[config.mk]
export PLATFORM = sky130hd
export DESIGN_NAME = instruction_fetch
export DESIGN_NICKNAME = d
export VERILOG_FILES = /design/src/rtl/instruction_fetch.sv
export SDC_FILE = /design/constraint.sdc
export NUM_CORES = 1
export LEC_CHECK = 0
export BUFFER_PORTS_ARGS = -buffer_cell sky130_fd_sc_hd__buf_2
export CAP_MARGIN = 20
export CORE_ASPECT_RATIO = 1.25
export CORE_MARGIN = 2
export CORE_UTILIZATION = 51
export CTS_CLUSTER_SIZE = 8
export DETAILED_ROUTE_END_ITERATION = 16
export GPL_TIMING_DRIVEN = 0
export PLACE_DENSITY = 0.81
export SYNTH_ARGS = -nofsm -noshare
export SYNTH_HDL_FRONTEND = slang
export SYNTH_SLANG_ARGS = --single-unit
[constraint.sdc]
create_clock -name clk -period 2.3 [get_ports clk]
set_clock_uncertainty 0.15 [all_clocks]
set_input_delay 0.23 -clock clk [delete_from_list [all_inputs] [get_ports clk]]
set_output_delay 0.23 -clock clk [all_outputs]
set_load 0.02 [all_outputs]
[src/rtl/instruction_fetch.sv]
// Multi-cycle fetch stage: owns PC and IR, issues one req/ack read per fetch_start.
// Ports: clk, rst_n (async low); fetch_start, pc_write, pc_src, branch_target (control);
//        imem_req/imem_addr/imem_ack/imem_rdata (memory); instruction, instr_pc,
//        instr_valid, pc, busy, fetch_err (to decode/control).
module instruction_fetch #(
    parameter logic [31:0] RESET_PC = 32'h0000_0000,
    parameter int          TIMEOUT  = 16
) (
    input  logic        clk,
    input  logic        rst_n,
    input  logic        fetch_start,
    input  logic        pc_write,
    input  logic        pc_src,
    input  logic [31:0] branch_target,
    output logic        imem_req,
    output logic [31:0] imem_addr,
    input  logic        imem_ack,
    input  logic [31:0] imem_rdata,
    output logic [31:0] instruction,
    output logic [31:0] instr_pc,
    output logic        instr_valid,
    output logic [31:0] pc,
    output logic        busy,
    output logic        fetch_err
);

    typedef enum logic {S_IDLE = 1'b0, S_WAIT = 1'b1} state_t;

    localparam logic [7:0] CNT_LAST = 8'(TIMEOUT - 1);

    state_t      r_state;
    state_t      w_next;
    logic [7:0]  r_cnt;
    logic [31:0] r_pc;
    logic [31:0] r_ir;
    logic [31:0] r_instr_pc;
    logic [31:0] r_addr;
    logic        r_req;
    logic        r_valid;
    logic        r_busy;
    logic        r_err;
    logic        w_launch;
    logic        w_done;
    logic        w_abort;
    logic        w_last;
    logic [31:0] w_tgt;

    // Masking keeps every target bit consumed while forcing word alignment.
    assign w_tgt  = branch_target & ~32'h3;
    assign w_last = (r_cnt == CNT_LAST);

    always_ff @(posedge clk or negedge rst_n) begin
        if (!rst_n) r_state <= S_IDLE;
        else        r_state <= w_next;
    end

    always_comb begin
        w_next = r_state;
        unique case (r_state)
            S_IDLE: if (fetch_start)         w_next = S_WAIT;
            S_WAIT: if (imem_ack || w_last)  w_next = S_IDLE;
            default:                         w_next = S_IDLE;
        endcase
    end

    // Ack takes priority over the timeout on the same edge.
    always_comb begin
        w_launch = (r_state == S_IDLE) && fetch_start;
        w_done   = (r_state == S_WAIT) && imem_ack;
        w_abort  = (r_state == S_WAIT) && !imem_ack && w_last;
    end

    always_ff @(posedge clk or negedge rst_n) begin
        if (!rst_n) begin
            r_req      <= 1'b0;
            r_addr     <= 32'h0;
            r_busy     <= 1'b0;
            r_cnt      <= 8'h0;
            r_ir       <= 32'h0;
            r_instr_pc <= 32'h0;
            r_valid    <= 1'b0;
            r_err      <= 1'b0;
        end else begin
            r_valid <= 1'b0;
            r_err   <= 1'b0;
            if (w_launch) begin
                r_req  <= 1'b1;
                r_addr <= r_pc;
                r_busy <= 1'b1;
                r_cnt  <= 8'h0;
            end else if (w_done) begin
                r_ir       <= imem_rdata;
                r_instr_pc <= r_addr;
                r_valid    <= 1'b1;
                r_req      <= 1'b0;
                r_busy     <= 1'b0;
            end else if (w_abort) begin
                r_req  <= 1'b0;
                r_busy <= 1'b0;
                r_err  <= 1'b1;
                r_cnt  <= 8'h0;
            end else if (r_state == S_WAIT) begin
                r_cnt <= r_cnt + 8'd1;
            end
        end
    end

    // PC runs independently; the request address is a captured copy.
    always_ff @(posedge clk or negedge rst_n) begin
        if (!rst_n)        r_pc <= RESET_PC;
        else if (pc_write) r_pc <= pc_src ? w_tgt : r_pc + 32'd4;
    end

    assign imem_req    = r_req;
    assign imem_addr   = r_addr;
    assign instruction = r_ir;
    assign instr_pc    = r_instr_pc;
    assign instr_valid = r_valid;
    assign pc          = r_pc;
    assign busy        = r_busy;
    assign fetch_err   = r_err;

endmodule

==> summary.txt <==
Timing
  – Final worst setup slack: 201 ps
  – Final Hold Vio Count: 0
  – Slew Viols, Final: 0
  – Worst hold slack: 7.88 ps
  – RSZ-0062 raised after global routing: no
  – F_max: between 0.4 and 0.5 GHz
  – Final Cycle Share: 0.912
  – Slew headroom: 0.565
  – Worst Max-Slew Pin Slew: 653 ps
  – Fin crit period: roughly 2100 ps
  – # setup viols final: 0

Yosys
  – Commonest register cell after synthesis: dfrtp_1
  – Syn. warnings: 0
  – Post-Synth XOR/XNOR Area: 0.00146
  – Mean Syn Cell Area: roughly 12 um2
  – Simple-gate share of the synthesized area: 0.115
  – Synth cell types: 55
  – Synth Area in Compound Gates: 0.0977
  – Syn Inst Count: 492
  – Largest family of logic cells by synthesized area: multiplexers
  – Ys async rst share: 1.00
  – Mux contribution to synthesized area: 0.191
  – Post-Synth Adder-Cell Area: 0.00417
  – Synthesized area: ~6000 um2
  – Sequential area share after synthesis: 0.558
  – Post-synth EDFFs: 0
  – Register bit count reported by yosys: between 100 and 150

Floorplanning
  – Die width: 101 um
  – Core ar.: 11,600 um2
  – Die height: around 130 um
  – Io pins: approximately 200
  – Initial Utilization: 0.520
  – Die Area: between 10,000 and 15,000 um2
  – Row Count: between 40 and 50

Worst setup path
  – Setup slack, reg-to-reg: ~200 ps
  – Crit path DAT: between 2000 and 2500 ps
  – CP Depth: 7
  – CP cell instances: ha_1, nand3_2, nor4_4, buf_4, nand4_1, mux2_1, nor2_1
  – End point of the critical path: pc[26]$_DFFE_PN0P_
  – Crit path max-delay family: simple AND/OR/NAND/NOR gates
  – R2R Path Start: pc[3]$_DFFE_PN0P_
  – Slowest cell on the critical path: dfrtp_1
  – Reg2reg path depth: 7
  – Worst path max stage delay: 450 ps
  – Buffers plus inverters on the worst setup path: 1
  – CP Launch Point: pc[3]$_DFFE_PN0P_
  – Crit-path max FO: 7
  – Crit end category: flop
  – Crit Reg-Reg Endpoint: pc[26]$_DFFE_PN0P_
  – Kind of critical path: reg -> reg
  – Startpoint Class: flop
  – Required time worst endpoint: 2490 ps

Placed design
  – Placer Congestion: ~0.84
  – Placement-stage worst setup slack: -65.9 ps
  – IO buf count: roughly 190
  – Placed Area: 7190 um2
  – Post-DP HPWL: 11.2 mm

Power
  – Worst vdd rail ir drop: just under 0.6 mV
  – P_leak: 4.00 nW
  – Power per standard cell area: roughly 1100 nW/um2

CTS
  – Root Driver: clkbuf_16
  – Num CTS Buffers: 17
  – CTS tree: built
  – H-tree levels: 4
  – Longest Clk Path Bufs: 2
  – Total clock sinks: around 130
  – CTS clock-pin slew for the worst setup and hold paths: approximately 60 ps
  – Worst-skew pair later-pin latency: 420 ps

Route
  – Drt first pass iters: 5
  – 1st-iter DRT viols: 266
  – Residual DRC: 0
  – Avg Vias per Cell: roughly 5.6
  – Final WL: approximately 16 mm
  – Post-route ant nets: 0
  – Drt wl/cell: ~18 um
  – Via Count: around 5,100

GRT
  – First-pass GRT wire length: ~26 mm
  – Vias in the first global route: around 5,300
  – Total track usage: 0.260
  – Initial antenna violation count: 0
  – Largest net degree at the start of global routing: 86
  – Global route overflow: 0

Run status
  – Outcome: finished, final reports clean

Flow run
  – Max-cap viol count: 0

Hold path
  – Worst min path class: in -> reg

Final layout
  – Nets: about 840
  – FF+latch area: around 3400 um2
  – Antenna Cells: 0
  – Synthesis-to-layout area growth: 40.4%
  – Fillers: roughly 730
  – Area of the multi-input gates: between 2000 and 2500 um2
  – Share of layout cells above drive strength 1: 0.447
  – Fin area: roughly 8400 um2
==> cell usage after synthesis, drive strengths merged (6+ instances only) <==
| master | count | share of area |
|---|---|---|
| dfrtp | 134 | 0.56 |
| clkbuf | 19 | 0.012 |
| nand3 | 14 | 0.015 |
| mux2 | 96 | 0.18 |
| and3 | 17 | 0.019 |
| nand2 | 23 | 0.014 |
| nand4 | 14 | 0.019 |
| nor2 | 27 | 0.017 |
| a21oi | 22 | 0.018 |
| mux2i | 6 | 0.010 |
| o22ai | 11 | 0.011 |
| o21ai | 29 | 0.024 |
| a22o | 9 | 0.013 |
| buf | 16 | 0.018 |
==> per-stage QoR <==
step / util / instances / power (mW) / TNS [ps]
after floorplan: - / 497 / 5.20 / 0
after global placement: 0.619 / 827 / 6.14 / -107390
after detailed placement: 0.622 / 828 / 6.29 / -105
after CTS: 0.728 / 913 / 9.49 / 0
after global routing: 0.730 / 914 / 9.87 / 0
final: 0.730 / 914 / 9.47 / 0
==> placed cells by master (no fill, tap or decap), types with 3 or more instances in the layout <==
master	count
clkbuf_8	3
a22o_1	8
dfrtp_1	133
a21o_1	5
and2_1	4
o21ai_0	27
dlygate4sd3_1	53
inv_1	3
nand3_1	11
nand4_1	11
conb_1	6
nand2b_1	5
clkbuf_16	17
a21oi_1	22
nor2_1	26
and3_1	15
o31ai_1	4
clkbuf_1	20
buf_1	5
bufinv_16	6
buf_4	9
buf_2	192
nand2_1	23
a31oi_1	3
o22ai_1	11
nor2b_1	4
buf_6	3
mux2i_1	6
mux2_2	92
nor3_1	4
==> worst min-delay path, stage by stage <==
cell and delay [ps]:
buf_2 80, mux2i_1 60, a21oi_1 150
==> cell families after synthesis <==
logic type / Yosys count
and+or+nand+nor: 120
other: 1
buffers and inverters: 38
AOI/OAI and AO/OA: 94
xor gates and xnor gates: 1
muxes: 102
DFF: 134
adders and majority gates: 2
==> per-layer routing <==
layer | share of wire | vias up | track usage
met3 | 0.077 | 42 | 0.0749
met2 | 0.51 | 250 | 0.443
met5 | 0 | - | 0
li1 | - | 2330 | -
met1 | 0.38 | 2488 | 0.300
met4 | 0.032 | 0 | 0.114
==> how the worst min path moves through the flow <==
stage	cells after the start	startpoint	to	slack, ps
after floorplan	0	rst_n	busy$_DFFE_PN0P_	-220
final	3	branch_target[3]	pc[3]$_DFFE_PN0P_	8
after global routing	3	branch_target[3]	pc[3]$_DFFE_PN0P_	20
after CTS	3	branch_target[3]	pc[3]$_DFFE_PN0P_	0.8
after global placement	3	branch_target[30]	pc[30]$_DFFE_PN0P_	310
after detailed placement	1	rst_n	instruction[9]$_DFFE_PN0P_	50
==> flip-flops by register name (all words and copies together) (netlist names) <==
register	flops
busy	1
fetch_err	1
imem_addr	30
instr_pc	30
instr_valid	1
instruction	32
pc	30
r_cnt	8
r_state	1
==> where the power goes <==
part           internal [mW]  switching (mW)
registers               3.04           0.514
logic                   1.18            1.62
clock network           2.13           0.991
total                   6.34            3.13
==> cell type report <==
cell class / count / share of cell area
Buffer: 35 / 0.0211
Clock buffer: 21 / 0.0558
Clock inverter: 11 / 0.0258
Inverter: 3 / 0.00134
Multi-Input combinational cell: 325 / 0.296
Sequential cell: 134 / 0.398
Tap cell: 138 / 0.0205
Timing Repair Buffer: 247 / 0.182
==> timing repair <==
item,in CTS,in global routing
resized for setup,1,3
buffers inserted,0,1
pin swaps,1,1
endpoints found under the setup margin,3,2
hold buffers,53,0
hold endpoints to repair,101,0
No activity file was read; power rests on OpenSTA's default activity.
